===== config.mk =====
export PLATFORM = sky130hd
export DESIGN_NAME = multiplier
export DESIGN_NICKNAME = d
export VERILOG_FILES = /design/src/rtl/multiplier.sv
export SDC_FILE = /design/constraint.sdc
export NUM_CORES = 1
export LEC_CHECK = 0
export CAP_MARGIN = 20
export CORE_MARGIN = 1
export CORE_UTILIZATION = 49
export DETAILED_ROUTE_END_ITERATION = 12
export PLACE_DENSITY = 0.83
export SLEW_MARGIN = 20
export SYNTH_ARGS = -nofsm -noshare
export SYNTH_HDL_FRONTEND = slang
export SYNTH_SLANG_ARGS = --single-unit

===== constraint.sdc =====
create_clock -name clk -period 3.6 [get_ports clk]
set_input_delay 1.08 -clock clk [delete_from_list [all_inputs] [get_ports clk]]
set_output_delay 1.08 -clock clk [all_outputs]
set_load 0.05 [all_outputs]

===== src/rtl/multiplier.sv =====
// Radix-2 shift-and-add 32x32 multiplier (signed/unsigned) sharing an external adder.
// Latency: start edge + 32 iteration edges; completed rises after the 33rd edge from start.
// Backpressure: none; MultE is a level request, the result is held in DONE until MultE drops.
//
// Ports:
//   clk, rst        - rising-edge clock, asynchronous active-low reset
//   SrcAE, SrcBE    - multiplicand / multiplier, sampled only on the start edge
//   MultE, MultSgn  - start/hold request, signed-mode select (sampled at start)
//   ALUOut, ALU_zero- sum from the shared external adder; zero flag is unused
//   ALU_A, ALU_B    - operands presented to the shared adder (zero outside RUN)
//   hi, lo          - 64-bit product register halves
//   completed       - high while the final product is held on {hi,lo}
module multiplier (
    input  logic        clk,
    input  logic        rst,
    input  logic [31:0] SrcAE,
    input  logic [31:0] SrcBE,
    input  logic        MultE,
    input  logic        MultSgn,
    input  logic [31:0] ALUOut,
    input  logic        ALU_zero,
    output logic [31:0] ALU_A,
    output logic [31:0] ALU_B,
    output logic [31:0] hi,
    output logic [31:0] lo,
    output logic        completed
);

    typedef enum logic [1:0] {IDLE, RUN, DONE} state_t;

    state_t      state;
    logic [31:0] mcand;
    logic        neg;
    logic [4:0]  count;

    logic        carry;
    logic [31:0] abs_a;
    logic [31:0] abs_b;
    logic [63:0] step_res;
    logic [63:0] final_res;
    logic        unused_zero;

    // The zero flag of the shared ALU carries no information for this unit.
    assign unused_zero = ALU_zero;

    assign completed = (state == DONE);

    // Magnitudes for signed mode; 0x80000000 negates to itself and is then
    // treated as the unsigned value 2^31, which is exactly its magnitude.
    assign abs_a = (MultSgn && SrcAE[31]) ? (~SrcAE + 32'd1) : SrcAE;
    assign abs_b = (MultSgn && SrcBE[31]) ? (~SrcBE + 32'd1) : SrcBE;

    always_comb begin
        ALU_A = '0;
        ALU_B = '0;
        if (state == RUN) begin
            ALU_A = hi;
            ALU_B = lo[0] ? mcand : '0;
        end
    end

    // The external adder only returns 32 bits; a wrap-around shows up as a
    // sum smaller than either operand.
    assign carry     = (ALUOut < ALU_A);
    assign step_res  = {carry, ALUOut, lo[31:1]};
    assign final_res = neg ? (~step_res + 64'd1) : step_res;

    always_ff @(posedge clk or negedge rst) begin
        if (!rst) begin
            state <= IDLE;
            hi    <= '0;
            lo    <= '0;
            count <= '0;
            neg   <= 1'b0;
            mcand <= '0;
        end else begin
            case (state)
                IDLE: begin
                    if (MultE) begin
                        mcand <= abs_a;
                        lo    <= abs_b;
                        hi    <= '0;
                        neg   <= MultSgn & (SrcAE[31] ^ SrcBE[31]);
                        count <= '0;
                        state <= RUN;
                    end
                end
                RUN: begin
                    count <= count + 5'd1;
                    if (count == 5'd31) begin
                        {hi, lo} <= final_res;
                        state    <= DONE;
                    end else begin
                        {hi, lo} <= step_res;
                    end
                end
                DONE: begin
                    if (!MultE) begin
                        state <= IDLE;
                    end
                end
                default: state <= IDLE;
            endcase
        end
    end

endmodule


==> impl_results.html <==
<table>
<tr><th>Metric</th><th>Value</th></tr>
<tr><th colspan="2">Drt</th></tr>
<tr><td>Final wirelength</td><td>26410 µm</td></tr>
<tr><td>Vias after detailed routing</td><td>8765</td></tr>
<tr><td>Average wire per standard cell</td><td>17.86 µm</td></tr>
<tr><td>Count of unresolved DRC violations after routing</td><td>0</td></tr>
<tr><td>Number of nets with antenna violations after routing</td><td>0</td></tr>
<tr><td>Ratio of routed vias to standard cells</td><td>5.926</td></tr>
<tr><td>DRC violation total after the first TritonRoute iteration</td><td>between 800 and 900</td></tr>
<tr><td>Number of detailed-route iterations in the first pass</td><td>5</td></tr>
<tr><th colspan="2">Hold path</th></tr>
<tr><td>Worst hold path class</td><td>reg2reg</td></tr>
<tr><td>Cell count of the worst hold path</td><td>2</td></tr>
<tr><th colspan="2">Power</th></tr>
<tr><td>Standby leakage power</td><td>5.022 nW</td></tr>
<tr><td>Peak VDD IR</td><td>0.0006965 V</td></tr>
<tr><td>Sw power</td><td>5.228 mW</td></tr>
<tr><td>Combinational share of power</td><td>67.6%</td></tr>
<tr><td>Clock network fraction of total power</td><td>11.1%</td></tr>
<tr><td>Power density cells</td><td>881.4 nW/µm²</td></tr>
<tr><td>Sequential group share of total power</td><td>between 20% and 30%</td></tr>
<tr><td>Net switching fraction of the power</td><td>50.24%</td></tr>
<tr><td>Internal Power</td><td>5.177 mW</td></tr>
<tr><th colspan="2">Synthesis</th></tr>
<tr><td>Cell count after synthesis</td><td>1006</td></tr>
<tr><td>Area fraction of the dominant cell type after synthesis</td><td>32.93%</td></tr>
<tr><td>Share of synthesized flip-flops with an asynchronous set or reset</td><td>100.0%</td></tr>
<tr><td>Cell accounting for the most synthesized area</td><td>sky130_fd_sc_hd__dfrtp_1</td></tr>
<tr><td>Synthesized area divided by synthesized cell count</td><td>7.855 µm²</td></tr>
<tr><td>Synthesized cell area</td><td>just under 8000 µm²</td></tr>
<tr><td>Syn Nets</td><td>1143</td></tr>
<tr><td>Count of flip-flops with a built-in enable after synthesis</td><td>0</td></tr>
<tr><td>Distinct cell type count of the synthesized netlist</td><td>54</td></tr>
<tr><td>Synth area leaders</td><td>sky130_fd_sc_hd__dfrtp_1, sky130_fd_sc_hd__xnor2_1, sky130_fd_sc_hd__nand2_1</td></tr>
<tr><td>Main flop type after synthesis</td><td>sky130_fd_sc_hd__dfrtp_1</td></tr>
<tr><td>Synthesized flop and latch total</td><td>around 100</td></tr>
<tr><td>Share of synthesized area occupied by flip-flops and latches</td><td>32.93%</td></tr>
<tr><td>Synthesis Warnings</td><td>0</td></tr>
<tr><th colspan="2">Final layout</th></tr>
<tr><td>Cell area after layout</td><td>~12000 µm²</td></tr>
<tr><td>Commonest cells after routing, fill and taps aside</td><td>sky130_fd_sc_hd__clkdlybuf4s50_1, sky130_fd_sc_hd__nand2_1, sky130_fd_sc_hd__dfrtp_1</td></tr>
<tr><td>Share of layout cells above drive strength 1</td><td>13.46%</td></tr>
<tr><td>P&amp;R area growth vs syn</td><td>49.38%</td></tr>
<tr><td>Post-layout net count</td><td>1395</td></tr>
<tr><td>Most common cell after layout, fill and taps aside</td><td>sky130_fd_sc_hd__clkdlybuf4s50_1</td></tr>
<tr><td>Fin cells</td><td>1479</td></tr>
<tr><td>Number of fillers in the final layout</td><td>1120</td></tr>
<tr><td>Ant diodes</td><td>0</td></tr>
<tr><th colspan="2">Die</th></tr>
<tr><td>Die ar.</td><td>around 17000 µm²</td></tr>
<tr><td>Io pins</td><td>230</td></tr>
<tr><td>Die H</td><td>between 100 and 150 µm</td></tr>
<tr><td>Floorplan core area</td><td>15830 µm²</td></tr>
<tr><td>Floorplan die width</td><td>129.0 µm</td></tr>
<tr><td>Number of core rows</td><td>46</td></tr>
<tr><td>Initial core utilization</td><td>49.93%</td></tr>
<tr><th colspan="2">Timing</th></tr>
<tr><td>Final worst-path setup slack</td><td>0.2351 ns</td></tr>
<tr><td>Post-route clock period utilization</td><td>93.47%</td></tr>
<tr><td>Final setup skew</td><td>0.005679 ns</td></tr>
<tr><td>Top achievable clock speed</td><td>297.2 MHz</td></tr>
<tr><td>Final critical-path required period</td><td>roughly 3.4 ns</td></tr>
<tr><td>Setup Total Neg Slack</td><td>0 ns</td></tr>
<tr><td>Number of max-slew violations in the final report</td><td>0</td></tr>
<tr><td>Worst-Margin Slew</td><td>around 0.94 ns</td></tr>
<tr><td>Slew HR</td><td>37.49%</td></tr>
<tr><td>Final Hold Viols</td><td>0</td></tr>
<tr><td>Final-report setup violation count</td><td>0</td></tr>
<tr><td>Setup repair after global routing missed its margin</td><td>no</td></tr>
<tr><td>Worst hold slack after final layout</td><td>0.4733 ns</td></tr>
<tr><th colspan="2">Clock network</th></tr>
<tr><td>Clock root buffer master</td><td>sky130_fd_sc_hd__clkbuf_16</td></tr>
<tr><td>Postcts setup bufs</td><td>0</td></tr>
<tr><td>Number of clock sinks</td><td>about 100</td></tr>
<tr><td>Latest clock arrival within the worst-skew pair</td><td>0.36 ns</td></tr>
<tr><td>Clock transition time at the flip-flop clock pins of the worst setup and hold paths</td><td>around 0.070 ns</td></tr>
<tr><td>Number of clock buffers inserted by TritonCTS</td><td>9</td></tr>
<tr><td>Maximum number of buffers from clock root to sink</td><td>2</td></tr>
<tr><td>H-tree levels</td><td>3</td></tr>
<tr><td>Clock tree from TritonCTS</td><td>yes</td></tr>
<tr><th colspan="2">Critical path</th></tr>
<tr><td>CP Data Required Time</td><td>3.89 ns</td></tr>
<tr><td>Reg2reg end</td><td>hi[22]$_DFFE_PN0P_</td></tr>
<tr><td>Cells on worst reg2reg path</td><td>8</td></tr>
<tr><td>Largest fanout of any net on the critical path</td><td>4</td></tr>
<tr><td>Critical setup path kind</td><td>in2reg</td></tr>
<tr><td>Critical Path End Type</td><td>flip-flop</td></tr>
<tr><td>Worst R2R Setup Slack</td><td>0.41 ns</td></tr>
<tr><td>Arr. time, crit path</td><td>between 3 and 4 ns</td></tr>
<tr><td>Critical Path Source</td><td>SrcBE[16]</td></tr>
<tr><td>Endpoint of the most critical setup path</td><td>lo[25]$_DFFE_PN0P_</td></tr>
<tr><td>Startpoint of the lowest-slack register-to-register path</td><td>lo[17]$_DFFE_PN0P_</td></tr>
<tr><td>Critical path launch point type</td><td>input pin</td></tr>
<tr><th colspan="2">Global routing</th></tr>
<tr><td>Maximum number of pins on one net before global-route repair</td><td>66</td></tr>
<tr><td>Gr usage total</td><td>31.53%</td></tr>
<tr><td>Number of global-route vias before repair</td><td>8414</td></tr>
<tr><td>Antenna violations before repair</td><td>0</td></tr>
<tr><td>Global-route wire length before repair</td><td>slightly above 40000 µm</td></tr>
<tr><td>Sum of overflow across all layers after global routing</td><td>0</td></tr>
<tr><th colspan="2">Run</th></tr>
<tr><td>Max-capacitance violation count</td><td>0</td></tr>
<tr><th colspan="2">Placement</th></tr>
<tr><td>Placed Area</td><td>11440 µm²</td></tr>
<tr><td>Count of placed standard cells including taps</td><td>1463</td></tr>
<tr><td>Final GP Congestion</td><td>0.9211</td></tr>
<tr><td>Half-perimeter wire length after placement</td><td>between 15000 and 20000 µm</td></tr>
<tr><td>Input/output buffers</td><td>approximately 230</td></tr>
<tr><td>Post-placement setup slack</td><td>-0.1876 ns</td></tr>
<tr><th colspan="2">Run status</th></tr>
<tr><td>Result of the run</td><td>completed</td></tr>
</table>
## flip-flops by register name, indices dropped and copies added, names as in the netlist
signal / count
state: 2
neg: 1
lo: 32
hi: 32
mcand: 32
count: 5
## worst min path at each step
| stage | startpoint | to | slack, ns |
|---|---|---|---|
| floorplan | mcand[31]$_DFFE_PN0P_ | mcand[31]$_DFFE_PN0P_ | 0.43 |
| global placement | mcand[31]$_DFFE_PN0P_ | mcand[31]$_DFFE_PN0P_ | 0.44 |
| detailed placement | mcand[27]$_DFFE_PN0P_ | mcand[27]$_DFFE_PN0P_ | 0.46 |
| CTS | mcand[27]$_DFFE_PN0P_ | mcand[27]$_DFFE_PN0P_ | 0.48 |
| global route | mcand[11]$_DFFE_PN0P_ | mcand[11]$_DFFE_PN0P_ | 0.50 |
| finish | mcand[26]$_DFFE_PN0P_ | mcand[26]$_DFFE_PN0P_ | 0.47 |
## power by group through the flow
| stage | sequential [mW] | clock [mW] | combinational (mW) |
|---|---|---|---|
| final | 2.21 | 1.16 | 7.04 |
| after CTS | 2.19 | 1.17 | 7.04 |
| after global routing | 2.27 | 1.21 | 7.42 |
| after detailed placement | 2.21 | 0 | 7.01 |
| after global placement | 2.18 | 0 | 6.90 |
| after floorplan | 3.14 | 0 | 2.97 |
## logic make-up after synthesis
logic type | Yosys count | share of synthesized area [%]
simple gates | 379 | 23.48
compound gates | 270 | 20.36
xor+xnor | 112 | 12.41
buf+inv | 105 | 5.114
flops | 104 | 32.93
fa+ha+maj | 36 | 5.700
## worst max-delay path, stage by stage
cell and delay, ns:
sky130_fd_sc_hd__clkdlybuf4s50_1 0.42, sky130_fd_sc_hd__or4_1 0.58, sky130_fd_sc_hd__or3_1 0.36, sky130_fd_sc_hd__or2_2 0.33, sky130_fd_sc_hd__or4_1 0.48, sky130_fd_sc_hd__a31oi_1 0.17, sky130_fd_sc_hd__o21ai_0 0.09, sky130_fd_sc_hd__a21oi_1 0.13
## cell type report
| class | count | area (µm²) | area share [%] |
|---|---|---|---|
| multi-input combinational | 797 | 4927 | 41.74 |
| tap | 216 | 270.3 | 2.289 |
| clock buffer | 11 | 242.7 | 2.056 |
| sequential | 104 | 2603 | 22.05 |
| inverter | 46 | 172.7 | 1.463 |
| clock inverter | 5 | 103.9 | 0.8797 |
| timing repair buffer | 300 | 3486 | 29.53 |
## synthesized netlist by cell type (2+ instances only)
cell and number:
sky130_fd_sc_hd__a211oi_1 10, sky130_fd_sc_hd__a21o_1 4, sky130_fd_sc_hd__a21oi_1 64, sky130_fd_sc_hd__a221o_1 2, sky130_fd_sc_hd__a221oi_1 6, sky130_fd_sc_hd__a22o_1 2, sky130_fd_sc_hd__a22oi_1 3, sky130_fd_sc_hd__a31oi_1 20
sky130_fd_sc_hd__and2_1 7, sky130_fd_sc_hd__and3_1 34, sky130_fd_sc_hd__buf_1 6, sky130_fd_sc_hd__buf_2 2, sky130_fd_sc_hd__clkbuf_1 50, sky130_fd_sc_hd__dfrtp_1 104, sky130_fd_sc_hd__ha_1 36, sky130_fd_sc_hd__inv_1 46
sky130_fd_sc_hd__nand2_1 142, sky130_fd_sc_hd__nand2b_1 8, sky130_fd_sc_hd__nand3_1 20, sky130_fd_sc_hd__nand4_1 6, sky130_fd_sc_hd__nor2_1 72, sky130_fd_sc_hd__nor2b_1 4, sky130_fd_sc_hd__nor3_1 25, sky130_fd_sc_hd__nor3b_1 3
sky130_fd_sc_hd__nor4_1 17, sky130_fd_sc_hd__o211ai_1 4, sky130_fd_sc_hd__o21ai_0 101, sky130_fd_sc_hd__o21ai_1 6, sky130_fd_sc_hd__o221ai_1 4, sky130_fd_sc_hd__o22ai_1 8, sky130_fd_sc_hd__o31ai_1 18, sky130_fd_sc_hd__o41ai_1 11
sky130_fd_sc_hd__or2_2 5, sky130_fd_sc_hd__or3_1 12, sky130_fd_sc_hd__or4_1 13, sky130_fd_sc_hd__or4_4 3, sky130_fd_sc_hd__xnor2_1 65, sky130_fd_sc_hd__xor2_1 47
## metrics by stage
stage          total power [mW]  util [%]
2_1_floorplan             6.113         -
3_3_place_gp              9.080     72.31
3_5_place_dp              9.219     72.31
4_1_cts                   10.41     74.50
5_1_grt                   10.90     74.59
6_report                  10.40     74.59
## metal layers
layer / GRT usage, % / part of all wire [%] / up-vias
met5: 0 / 0 / -
met4: 14.05 / 3.1 / 0
met3: 6.486 / 8.2 / 66
met2: 53.55 / 48 / 473
met1: 38.64 / 41 / 4136
li1: - / - / 4090
## what timing repair did
action	CTS	global route
hold buffers	0	0
setup endpoints to repair	0	1
gates resized for setup	0	2
No activity file was read; power rests on OpenSTA's default activity.
